File: src/rtl/ula_pkg.sv
// ---------------------------------------------------------------------------
// ula_pkg
// Shared definitions for the ula ALU and the ula_arbiter wrapper:
//   - ALUctl operation codes understood by ula
//   - state encoding of the arbiter FSM
//   - helper that tells whether an ALUctl code is one ula implements
// No ports (package).
// ---------------------------------------------------------------------------
package ula_pkg;

    localparam logic [3:0] ULA_AND = 4'd0;
    localparam logic [3:0] ULA_OR  = 4'd1;
    localparam logic [3:0] ULA_ADD = 4'd2;
    localparam logic [3:0] ULA_SUB = 4'd6;
    localparam logic [3:0] ULA_SLT = 4'd7;
    localparam logic [3:0] ULA_NOR = 4'd12;

    typedef enum logic [1:0] {
        ST_IDLE = 2'd0,
        ST_EXEC = 2'd1,
        ST_RESP = 2'd2
    } arb_state_e;

    // True for the six codes ula actually implements; anything else makes
    // ula output zero.
    function automatic logic ula_ctl_legal(input logic [3:0] ctl);
        logic legal;
        case (ctl)
            ULA_AND, ULA_OR, ULA_ADD, ULA_SUB, ULA_SLT, ULA_NOR: legal = 1'b1;
            default:                                            legal = 1'b0;
        endcase
        return legal;
    endfunction

endpackage

File: src/rtl/ula.sv
// ---------------------------------------------------------------------------
// ula
// Purely combinational 32-bit ALU.
// Ports:
//   alu_ctl  in   4   operation code (see ula_pkg)
//   a, b     in   32  operands
//   alu_out  out  32  result; ADD/SUB wrap modulo 2^32, SLT is an unsigned
//                     compare, unknown codes produce 0
//   zero     out  1   high when alu_out is all zeros
// ---------------------------------------------------------------------------
module ula
    import ula_pkg::*;
(
    input  logic [3:0]  alu_ctl,
    input  logic [31:0] a,
    input  logic [31:0] b,
    output logic [31:0] alu_out,
    output logic        zero
);

    always_comb begin
        alu_out = '0;
        case (alu_ctl)
            ULA_AND: alu_out = a & b;
            ULA_OR:  alu_out = a | b;
            ULA_ADD: alu_out = a + b;
            ULA_SUB: alu_out = a - b;
            ULA_SLT: alu_out = (a < b) ? 32'd1 : 32'd0;
            ULA_NOR: alu_out = ~(a | b);
            default: alu_out = '0;
        endcase
    end

    assign zero = (alu_out == '0);

endmodule

File: src/rtl/ula_arbiter.sv
// ---------------------------------------------------------------------------
// ula_arbiter
// Shares a single ula between two requesters. Each requester offers
// ALUctl/A/B on a valid/ready handshake; one operation is in flight at a
// time and its result comes back on a shared response channel tagged with
// the owning requester index.
//
// Parameters:
//   WIDTH  operand/result width, must stay 32 to match ula
//   FAIR   1 = round-robin on ties, 0 = requester 0 always wins ties
//
// Ports:
//   clk, rst_n                 clock (rising edge), synchronous active-low reset
//   reqN_valid/ready           request handshake for requester N (N = 0, 1)
//   reqN_ctl, reqN_a, reqN_b   ALUctl code and operands of requester N
//   rsp_valid/rsp_ready        response handshake
//   rsp_id                     requester that owns the response
//   rsp_data, rsp_zero         registered ALU result and zero flag
//   rsp_err                    illegal ALUctl flag
//
// Optional feature (macro ULA_ARB_OPCHECK_EN):
//   defined     -> an ALUctl outside the implemented set is flagged at accept
//                  and reported on rsp_err with the (zero) result
//   not defined -> rsp_err is constant 0
// ---------------------------------------------------------------------------
module ula_arbiter
    import ula_pkg::*;
#(
    parameter int WIDTH = 32,
    parameter bit FAIR  = 1'b1
) (
    input  logic             clk,
    input  logic             rst_n,
    input  logic             req0_valid,
    output logic             req0_ready,
    input  logic [3:0]       req0_ctl,
    input  logic [WIDTH-1:0] req0_a,
    input  logic [WIDTH-1:0] req0_b,
    input  logic             req1_valid,
    output logic             req1_ready,
    input  logic [3:0]       req1_ctl,
    input  logic [WIDTH-1:0] req1_a,
    input  logic [WIDTH-1:0] req1_b,
    output logic             rsp_valid,
    input  logic             rsp_ready,
    output logic             rsp_id,
    output logic [WIDTH-1:0] rsp_data,
    output logic             rsp_zero,
    output logic             rsp_err
);

    arb_state_e       state_q, state_d;
    logic             last_grant_q, last_grant_d;
    logic [3:0]       op_ctl_q, op_ctl_d;
    logic [WIDTH-1:0] op_a_q, op_a_d;
    logic [WIDTH-1:0] op_b_q, op_b_d;
    logic             op_id_q, op_id_d;
    logic [WIDTH-1:0] rsp_data_q, rsp_data_d;
    logic             rsp_zero_q, rsp_zero_d;
    logic             rsp_id_q, rsp_id_d;
`ifdef ULA_ARB_OPCHECK_EN
    logic             op_err_q, op_err_d;
    logic             rsp_err_q, rsp_err_d;
`endif

    logic             grant0, grant1;
    logic [WIDTH-1:0] alu_out;
    logic             alu_zero;

    ula u_ula (
        .alu_ctl (op_ctl_q),
        .a       (op_a_q),
        .b       (op_b_q),
        .alu_out (alu_out),
        .zero    (alu_zero)
    );

    // Grants are only offered in IDLE and never while reset is asserted, so
    // ready is low during reset even if a requester already holds valid.
    // On a tie the round-robin pointer picks the requester that was not
    // served last; fixed priority always picks requester 0.
    always_comb begin
        grant0 = 1'b0;
        grant1 = 1'b0;
        if (rst_n && (state_q == ST_IDLE)) begin
            if (req0_valid && req1_valid) begin
                if (FAIR && !last_grant_q) begin
                    grant1 = 1'b1;
                end else begin
                    grant0 = 1'b1;
                end
            end else begin
                grant0 = req0_valid;
                grant1 = req1_valid;
            end
        end
    end

    assign req0_ready = grant0;
    assign req1_ready = grant1;

    // Next-state logic: accept in IDLE, capture the ALU result in EXEC,
    // hold the response in RESP until the consumer takes it.
    always_comb begin
        state_d      = state_q;
        last_grant_d = last_grant_q;
        op_ctl_d     = op_ctl_q;
        op_a_d       = op_a_q;
        op_b_d       = op_b_q;
        op_id_d      = op_id_q;
        rsp_data_d   = rsp_data_q;
        rsp_zero_d   = rsp_zero_q;
        rsp_id_d     = rsp_id_q;
`ifdef ULA_ARB_OPCHECK_EN
        op_err_d     = op_err_q;
        rsp_err_d    = rsp_err_q;
`endif
        case (state_q)
            ST_IDLE: begin
                if (grant0 || grant1) begin
                    op_ctl_d     = grant1 ? req1_ctl : req0_ctl;
                    op_a_d       = grant1 ? req1_a   : req0_a;
                    op_b_d       = grant1 ? req1_b   : req0_b;
                    op_id_d      = grant1;
                    last_grant_d = grant1;
`ifdef ULA_ARB_OPCHECK_EN
                    op_err_d     = !ula_ctl_legal(grant1 ? req1_ctl : req0_ctl);
`endif
                    state_d      = ST_EXEC;
                end
            end
            ST_EXEC: begin
                rsp_data_d = alu_out;
                rsp_zero_d = alu_zero;
                rsp_id_d   = op_id_q;
`ifdef ULA_ARB_OPCHECK_EN
                rsp_err_d  = op_err_q;
`endif
                state_d    = ST_RESP;
            end
            ST_RESP: begin
                if (rsp_ready) begin
                    state_d = ST_IDLE;
                end
            end
            default: begin
                state_d = ST_IDLE;
            end
        endcase
    end

    // State and datapath registers; reset drops any in-flight operation and
    // points the round-robin at requester 1 so requester 0 wins the first tie.
    always_ff @(posedge clk) begin
        if (!rst_n) begin
            state_q      <= ST_IDLE;
            last_grant_q <= 1'b1;
            op_ctl_q     <= '0;
            op_a_q       <= '0;
            op_b_q       <= '0;
            op_id_q      <= 1'b0;
            rsp_data_q   <= '0;
            rsp_zero_q   <= 1'b0;
            rsp_id_q     <= 1'b0;
`ifdef ULA_ARB_OPCHECK_EN
            op_err_q     <= 1'b0;
            rsp_err_q    <= 1'b0;
`endif
        end else begin
            state_q      <= state_d;
            last_grant_q <= last_grant_d;
            op_ctl_q     <= op_ctl_d;
            op_a_q       <= op_a_d;
            op_b_q       <= op_b_d;
            op_id_q      <= op_id_d;
            rsp_data_q   <= rsp_data_d;
            rsp_zero_q   <= rsp_zero_d;
            rsp_id_q     <= rsp_id_d;
`ifdef ULA_ARB_OPCHECK_EN
            op_err_q     <= op_err_d;
            rsp_err_q    <= rsp_err_d;
`endif
        end
    end

    assign rsp_valid = (state_q == ST_RESP);
    assign rsp_id    = rsp_id_q;
    assign rsp_data  = rsp_data_q;
    assign rsp_zero  = rsp_zero_q;
`ifdef ULA_ARB_OPCHECK_EN
    assign rsp_err   = rsp_err_q;
`else
    assign rsp_err   = 1'b0;
`endif

endmodule

File: config.mk
export PLATFORM = sky130hd
export DESIGN_NAME = ula_arbiter
export DESIGN_NICKNAME = d
export VERILOG_FILES = /design/src/rtl/ula_pkg.sv /design/src/rtl/ula.sv /design/src/rtl/ula_arbiter.sv
export SDC_FILE = /design/constraint.sdc
export NUM_CORES = 1
export LEC_CHECK = 0
export ABC_AREA = 0
export CAP_MARGIN = 20
export CORE_MARGIN = 1.5
export CORE_UTILIZATION = 50
export CTS_CLUSTER_DIAMETER = 40
export DETAILED_ROUTE_END_ITERATION = 12
export GPL_ROUTABILITY_DRIVEN = 0
export PLACE_DENSITY = 0.79
export SLEW_MARGIN = 25
export SYNTH_ARGS = -nofsm -noshare
export SYNTH_HDL_FRONTEND = slang
export SYNTH_HIERARCHICAL = 1
export SYNTH_SLANG_ARGS = --single-unit
export TNS_END_PERCENT = 10
File: constraint.sdc
create_clock -name clk -period 3.5 [get_ports clk]
set_input_delay 0.7 -clock clk [delete_from_list [all_inputs] [get_ports clk]]
set_output_delay 0.7 -clock clk [all_outputs]
set_load 0.02 [all_outputs]
==> results.sh, run 1 <==
export IMPL_status="complete, but fails checks"
export IMPL_violations="negative setup slack"
export IMPL_relSlewSlack_pct=47.5
export IMPL_num_vias=12600
export IMPL_cts_sinks=106
export IMPL_yosys_warnings=6
export IMPL_start_util_pct=51.1
export IMPL_crit_fanout=3
export IMPL_hp_start="rsp_data[1]"
export IMPL_grt_pass1_wl_um=59400
export IMPL_holdPathStages=2
export IMPL_synth_distinct_cells=83
export IMPL_dieArea_sq_mm=0.0216
export IMPL_finalNetCount=1973
export IMPL_cts_buffers_inserted=9
export IMPL_clock_skew_ns=0.0160
export IMPL_ios=179
export IMPL_r2r_end="rsp_zero"
export IMPL_gr_total_overflow=0
export IMPL_cts_tree="done"
export IMPL_htree_levels=3
export IMPL_dpl_instance_area_sq_mm=0.0136
export IMPL_fin_area_sq_mm=0.0140
export IMPL_antenna_found_initial=0
export IMPL_ys_ff_latch=106
export IMPL_ys_seq_area_share_pct=20.5
export IMPL_synth_most_common_cell="a21oi_1"
export IMPL_crit_type="reg2reg"
export IMPL_syn_cell_area_sq_mm=0.0103
export IMPL_async_reset_ff_share_pct=0
export IMPL_clkSlewWorstSetupHoldPaths_ns=0.09
export IMPL_fin_crit_sh_pct=107
export IMPL_r2r_start="op_a_q[0]"
export IMPL_synth_area_leaders="dfxtp_1 (21%), ha_1 (12%), a21oi_1 (8.0%)"
export IMPL_hold_end="rsp_data[1]"
export IMPL_arrival_ns=4.04
export IMPL_numPortBuffers=177
export IMPL_cts_root_buf="clkbuf_16"
export IMPL_tightest_slew_ns=0.780
export IMPL_dpl_hpwl_um=28700
export IMPL_core_area_sq_mm=0.0202
export IMPL_fillCellCount=1643
export IMPL_synth_largest_area_cell="dfxtp_1"
export IMPL_rsz0062_at_grt="yes"
export IMPL_finalHoldViolCount=0
export IMPL_p_leak_nw=5.58
export IMPL_critPathLaunchType="register"
export IMPL_clock_latency_ns=0.37
export IMPL_min_path_type="reg2reg"
export IMPL_power_per_cell_area_mw_per_mm2=376
export IMPL_ant_nets=0
export IMPL_ys_flop_type="dfxtp_1"
export IMPL_reg2reg_depth=16
export IMPL_drc_errors=0
export IMPL_setup_violations=1
export IMPL_drive_above_1_share_pct=16.6
export IMPL_synth_common_cells="a21oi_1 (165), nand2_1 (137), o21ai_0 (112)"
export IMPL_antenna_cells=0
export IMPL_drt_initial_drc_count=1490
export IMPL_syn2layout_area_growth_pct=35.7
export IMPL_die_h_um=147
export IMPL_wire_per_inst_um=18.6
export IMPL_grt_max_degree=137
export IMPL_slew_violations=0
export IMPL_syn_num_nets=1692
export IMPL_whs_ns=0.453
export IMPL_grt_pass1_vias=11600
export IMPL_reg2reg_slack_ns=-0.23
export IMPL_grtUsageTotal_pct=33.7
export IMPL_synth_top_area_share_pct=20.5
export IMPL_row_count=52
export IMPL_fmax_mhz=268
export IMPL_synth_edf_count=0
export IMPL_endpoint_kind="register"
export IMPL_place_ws_ns=-0.430
export IMPL_cts_buffer_depth=2
export IMPL_layout_setup_ws_ns=-0.232
export IMPL_syn_avg_cell_area_sq_um=7.14
export IMPL_period_minus_slack_ns=3.73
export IMPL_wirelength_um=37300
export IMPL_dr_pass1_iters=9
export IMPL_drv_cap=0
export IMPL_drt_vias_per_instance=6.29
export IMPL_ir_drop_mv=0.228
export IMPL_synthCells=1448
export IMPL_required_ns=3.81
export IMPL_fp_dieW_um=147
## worst max-delay path by stage
stage / endpoint / from / slack, ns / cells past startpoint
2_1_floorplan: rsp_zero / op_a_q[0] / -0.11 / 16
3_3_place_gp: rsp_zero / op_a_q[0] / -0.41 / 16
3_5_place_dp: rsp_zero / op_a_q[0] / -0.43 / 16
4_1_cts: rsp_zero / op_a_q[0] / -0.20 / 16
5_1_grt: rsp_zero / op_a_q[0] / -0.35 / 16
6_report: rsp_zero / op_a_q[0] / -0.23 / 16
## layer usage
layer / GRT usage, % / share of wire [%] / vias to the layer above / routed length (um)
met4: 11.5 / 3.3 / 0 / 1220
met5: 0 / 0 / - / 0
met2: 47.3 / 40 / 872 / 14900
li1: - / - / 5916 / -
met1: 48.6 / 44 / 5702 / 16400
met3: 9.97 / 13 / 109 / 4810
## through the flow
step                util, %  cells  total power (W)  setup TNS, ns
floorplan                 -   1448          0.00296         -0.111
global placement       67.4   1986          0.00402         -0.415
detailed placement     67.4   1986          0.00408         -0.436
CTS                    69.1   2004          0.00516         -0.205
global route           69.3   2004          0.00554         -0.376
finish                 69.3   2004          0.00527         -0.232
## flip-flops by register name (all words and copies together) (netlist names)
name	cells
last_grant_q	1
rsp_id	1
state_q	2
op_a_q	32
op_ctl_q	4
op_b_q	32
rsp_zero	1
op_id_q	1
rsp_data	32
## cell type report
cell class | instances | area (sq um) | share of cell area, %
Clock inverter | 6 | 56.3 | 0.401
Sequential cell | 106 | 2120 | 15.1
Multi-Input combinational cell | 1122 | 7450 | 53.1
Inverter | 95 | 357 | 2.54
Clock buffer | 10 | 239 | 1.70
Tap cell | 270 | 338 | 2.41
Timing Repair Buffer | 395 | 3470 | 24.7
## placed cells by master, fill, tap and decap left out, drive strengths merged, types with 5 or more instances in the layout
cell type / count
a221o: 10
and2: 14
a311oi: 71
a22oi: 30
o22ai: 21
o21bai: 8
clkbuf: 10
dfxtp: 106
a21oi: 165
o22a: 9
nand2b: 12
nand4: 7
or3b: 5
nand3: 96
o311ai: 6
nor2b: 14
a211oi: 16
o211ai: 15
a31oi: 13
mux2i: 6
clkdlybuf4s50: 177
or2: 8
nor4: 7
o31ai: 6
and3: 7
ha: 101
nor3: 23
o221ai: 7
o21a: 5
a21o: 21
nor2: 81
inv: 99
nand2: 137
a22o: 6
o21ai: 116
a221oi: 10
buf: 218
## kinds of logic (layout without fill, tap and decap cells)
group                      count (synthesis)  after routing  synth area share, %
and+or+nand+nor                          431            431                 20.0
other                                      1              1               0.0363
adders and majority gates                103            103                 12.6
DFF                                      106            106                 20.5
muxes                                      7              7                0.690
buffers and inverters                    220            506                 8.75
AOI/OAI and AO/OA                        575            575                 37.0
xor gates and xnor gates                   5              5                0.423
## what timing repair did
action,4_1_cts,5_1_grt
hold buffers,0,0
hold endpoints to repair,0,0
pin swaps,4,5
setup endpoints to repair,2,5
setup buffers,2,0
gates resized for setup,5,15
## worst max-delay path: stages, from the launching register on
cell	delay, ns
dfxtp_2	0.33
inv_1	0.05
ha_2	0.21
fa_2	0.40
nor2_4	0.12
o311ai_2	0.10
a211o_1	0.31
a311o_1	0.36
a31oi_4	0.23
a21oi_2	0.08
o22a_1	0.19
a221o_1	0.31
a22o_1	0.20
or4_4	0.49
nor2_1	0.10
nand2_1	0.05
a21oi_1	0.14
## report_power, final
part / internal (W) / switching, W
Clock: 0.000521 / 0.000544
Combinational: 0.00126 / 0.00155
Sequential: 0.00131 / 0.0000846
Total: 0.00309 / 0.00218
No activity file was read; power rests on OpenSTA's default activity.
==> inputs of run 2 (changes only) <==
--- a/config.mk
+++ b/config.mk
@@ -7,12 +7,12 @@
 export LEC_CHECK = 0
 export ABC_AREA = 0
 export CAP_MARGIN = 20
-export CORE_MARGIN = 1.5
-export CORE_UTILIZATION = 50
+export CORE_UTILIZATION = 55
 export CTS_CLUSTER_DIAMETER = 40
 export DETAILED_ROUTE_END_ITERATION = 12
+export DONT_BUFFER_PORTS = 1
 export GPL_ROUTABILITY_DRIVEN = 0
-export PLACE_DENSITY = 0.79
+export PLACE_DENSITY = 0.73
 export SLEW_MARGIN = 25
 export SYNTH_ARGS = -nofsm -noshare
 export SYNTH_HDL_FRONTEND = slang
==> results.sh, run 2 (same netlist as run 1, synthesis figures left out) <==
export IMPL_cts_buffers_inserted=9
export IMPL_num_vias=12000
export IMPL_reg2reg_depth=16
export IMPL_worst_path_buf_inv=1
export IMPL_relSlewSlack_pct=44.7
export IMPL_reg2reg_slack_ns=-0.25
export IMPL_ios=179
export IMPL_ant_nets=0
export IMPL_syn2layout_area_growth_pct=19.6
export IMPL_finalHoldViolCount=0
export IMPL_r2r_end="rsp_zero"
export IMPL_die_h_um=139
export IMPL_hp_start="rst_n"
export IMPL_start_util_pct=56.8
export IMPL_dieArea_sq_mm=0.0194
export IMPL_final_common_cell="buf_4"
export IMPL_grtUsageTotal_pct=36.9
export IMPL_fin_cells=1809
export IMPL_drt_vias_per_instance=6.63
export IMPL_dr_pass1_iters=12
export IMPL_cts_buffer_depth=2
export IMPL_r2r_start="op_a_q[0]"
export IMPL_setup_violations=1
export IMPL_fp_dieW_um=139
export IMPL_cts_sinks=106
export IMPL_min_path_type="in2reg"
export IMPL_dpl_hpwl_um=27900
export IMPL_power_per_cell_area_mw_per_mm2=421
export IMPL_crit_start="op_a_q[0]"
export IMPL_wire_per_inst_um=20.2
export IMPL_tns_ns=-0.247
export IMPL_numPortBuffers=0
export IMPL_crit_type="reg2reg"
export IMPL_period_minus_slack_ns=3.75
export IMPL_fmax_mhz=267
export IMPL_status="complete, but fails checks"
export IMPL_fin_crit_sh_pct=107
export IMPL_p_leak_nw=5.02
export IMPL_wirelength_um=36500
export IMPL_drive_above_1_share_pct=19.4
export IMPL_arrival_ns=4.05
export IMPL_clock_latency_ns=0.37
export IMPL_grt_max_degree=71
export IMPL_cts_root_buf="clkbuf_16"
export IMPL_drv_cap=0
export IMPL_cp_top_family="compound AO/OA/AOI/OAI gates"
export IMPL_cts_hold_buf=0
export IMPL_slowest_delay_ns=0.50
export IMPL_required_ns=3.81
export IMPL_fillCellCount=1543
export IMPL_clock_skew_ns=0.0128
export IMPL_violations="design-rule violations, negative setup slack"
export IMPL_htree_levels=3
export IMPL_crit_chain="inv_1 > ha_2 > fa_2 > nor2_4 > o311ai_2 > a211o_1 > a311o_1 > a31oi_4 > a21oi_2 > o22a_1 > a221o_1 > a22o_1 > or4_1 > nor2_1 > nand2_1 > a21oi_1"
export IMPL_grt_pass1_wl_um=57200
export IMPL_critPathLaunchType="register"
export IMPL_holdPathStages=1
export IMPL_layout_setup_ws_ns=-0.247
export IMPL_placed_cells=1793
export IMPL_postCtsSetupBuffers=0
export IMPL_row_count=49
export IMPL_hold_end="last_grant_q"
export IMPL_final_cell_mix="buf_4 (237), a21oi_1 (161), nand2_1 (137)"
export IMPL_endpoint_kind="register"
export IMPL_crit_slowest_cell="or4_1"
export IMPL_drt_initial_drc_count=1771
export IMPL_p_total_w=0.00521
export IMPL_ir_drop_mv=0.277
export IMPL_core_area_sq_mm=0.0182
export IMPL_cts_tree="done"
export IMPL_clkSlewWorstSetupHoldPaths_ns=0.08
export IMPL_gr_total_overflow=0
export IMPL_grt_pass1_vias=10800
export IMPL_crit_fanout=4
export IMPL_tightest_slew_ns=0.828
export IMPL_slew_violations=0
export IMPL_finalNetCount=1819
export IMPL_antenna_found_initial=1
export IMPL_antenna_cells=0
export IMPL_rsz0062_at_grt="yes"
export IMPL_drc_errors=11
[run 2: worst register-to-register path, cell delays in order (launching register included)]
cell and delay, ns:
dfxtp_2 0.33, inv_1 0.06, ha_2 0.20, fa_2 0.40, nor2_4 0.11, o311ai_2 0.10, a211o_1 0.34, a311o_1 0.36
a31oi_4 0.22, a21oi_2 0.09, o22a_1 0.20, a221o_1 0.31, a22o_1 0.18, or4_1 0.50, nor2_1 0.10, nand2_1 0.05
a21oi_1 0.12
[run 2: where the power goes]
part | switching (W) | internal, W
Sequential | 0.000115 | 0.00131
Clock | 0.000549 | 0.000578
Combinational | 0.00152 | 0.00113
[run 2: area by class of cell]
cell class / instances / area (sq um) / share of cell area [%]
sequential: 106 / 2120 / 17.2
clock inverter: 7 / 95.1 / 0.769
clock buffer: 9 / 225 / 1.82
timing repair buffer: 241 / 1860 / 15.0
multi-input combinational: 1122 / 7420 / 60.0
inverter: 95 / 357 / 2.88
tap: 229 / 287 / 2.32
[run 2: worst max path at each step]
stage                     endpoint  slack [ns]  cells after the start
after detailed placement  rsp_zero       -0.36                     16
after global placement    rsp_zero       -0.32                     16
after floorplan           rsp_zero       -0.11                     16
after global routing      rsp_zero       -0.38                     16
final                     rsp_zero       -0.25                     16
after CTS                 rsp_zero       -0.18                     16
[run 2: stage by stage]
stage	worst slack, ns	area [sq um]	hold WS [ns]	utilization, %
after CTS	-0.185	12300	0.407	67.8
after global placement	-0.318	12000	0.531	65.8
after global routing	-0.385	12400	0.409	67.9
after floorplan	-0.111	10400	0.428	-
after detailed placement	-0.363	12000	0.542	65.8
final	-0.247	12400	0.407	67.9
[run 2: repair_timing]
action	in CTS	in global routing
pin swaps	5	4
resized for setup	9	7
endpoints found under the setup margin	2	5
[run 2: layer usage]
metal	GRT usage [%]	part of all wire, %	vias up
li1	-	-	5605
met1	53.3	44	5446
met2	53.1	40	845
met3	9.94	13	98
met4	10.1	2.3	0
met5	1.00	0	-
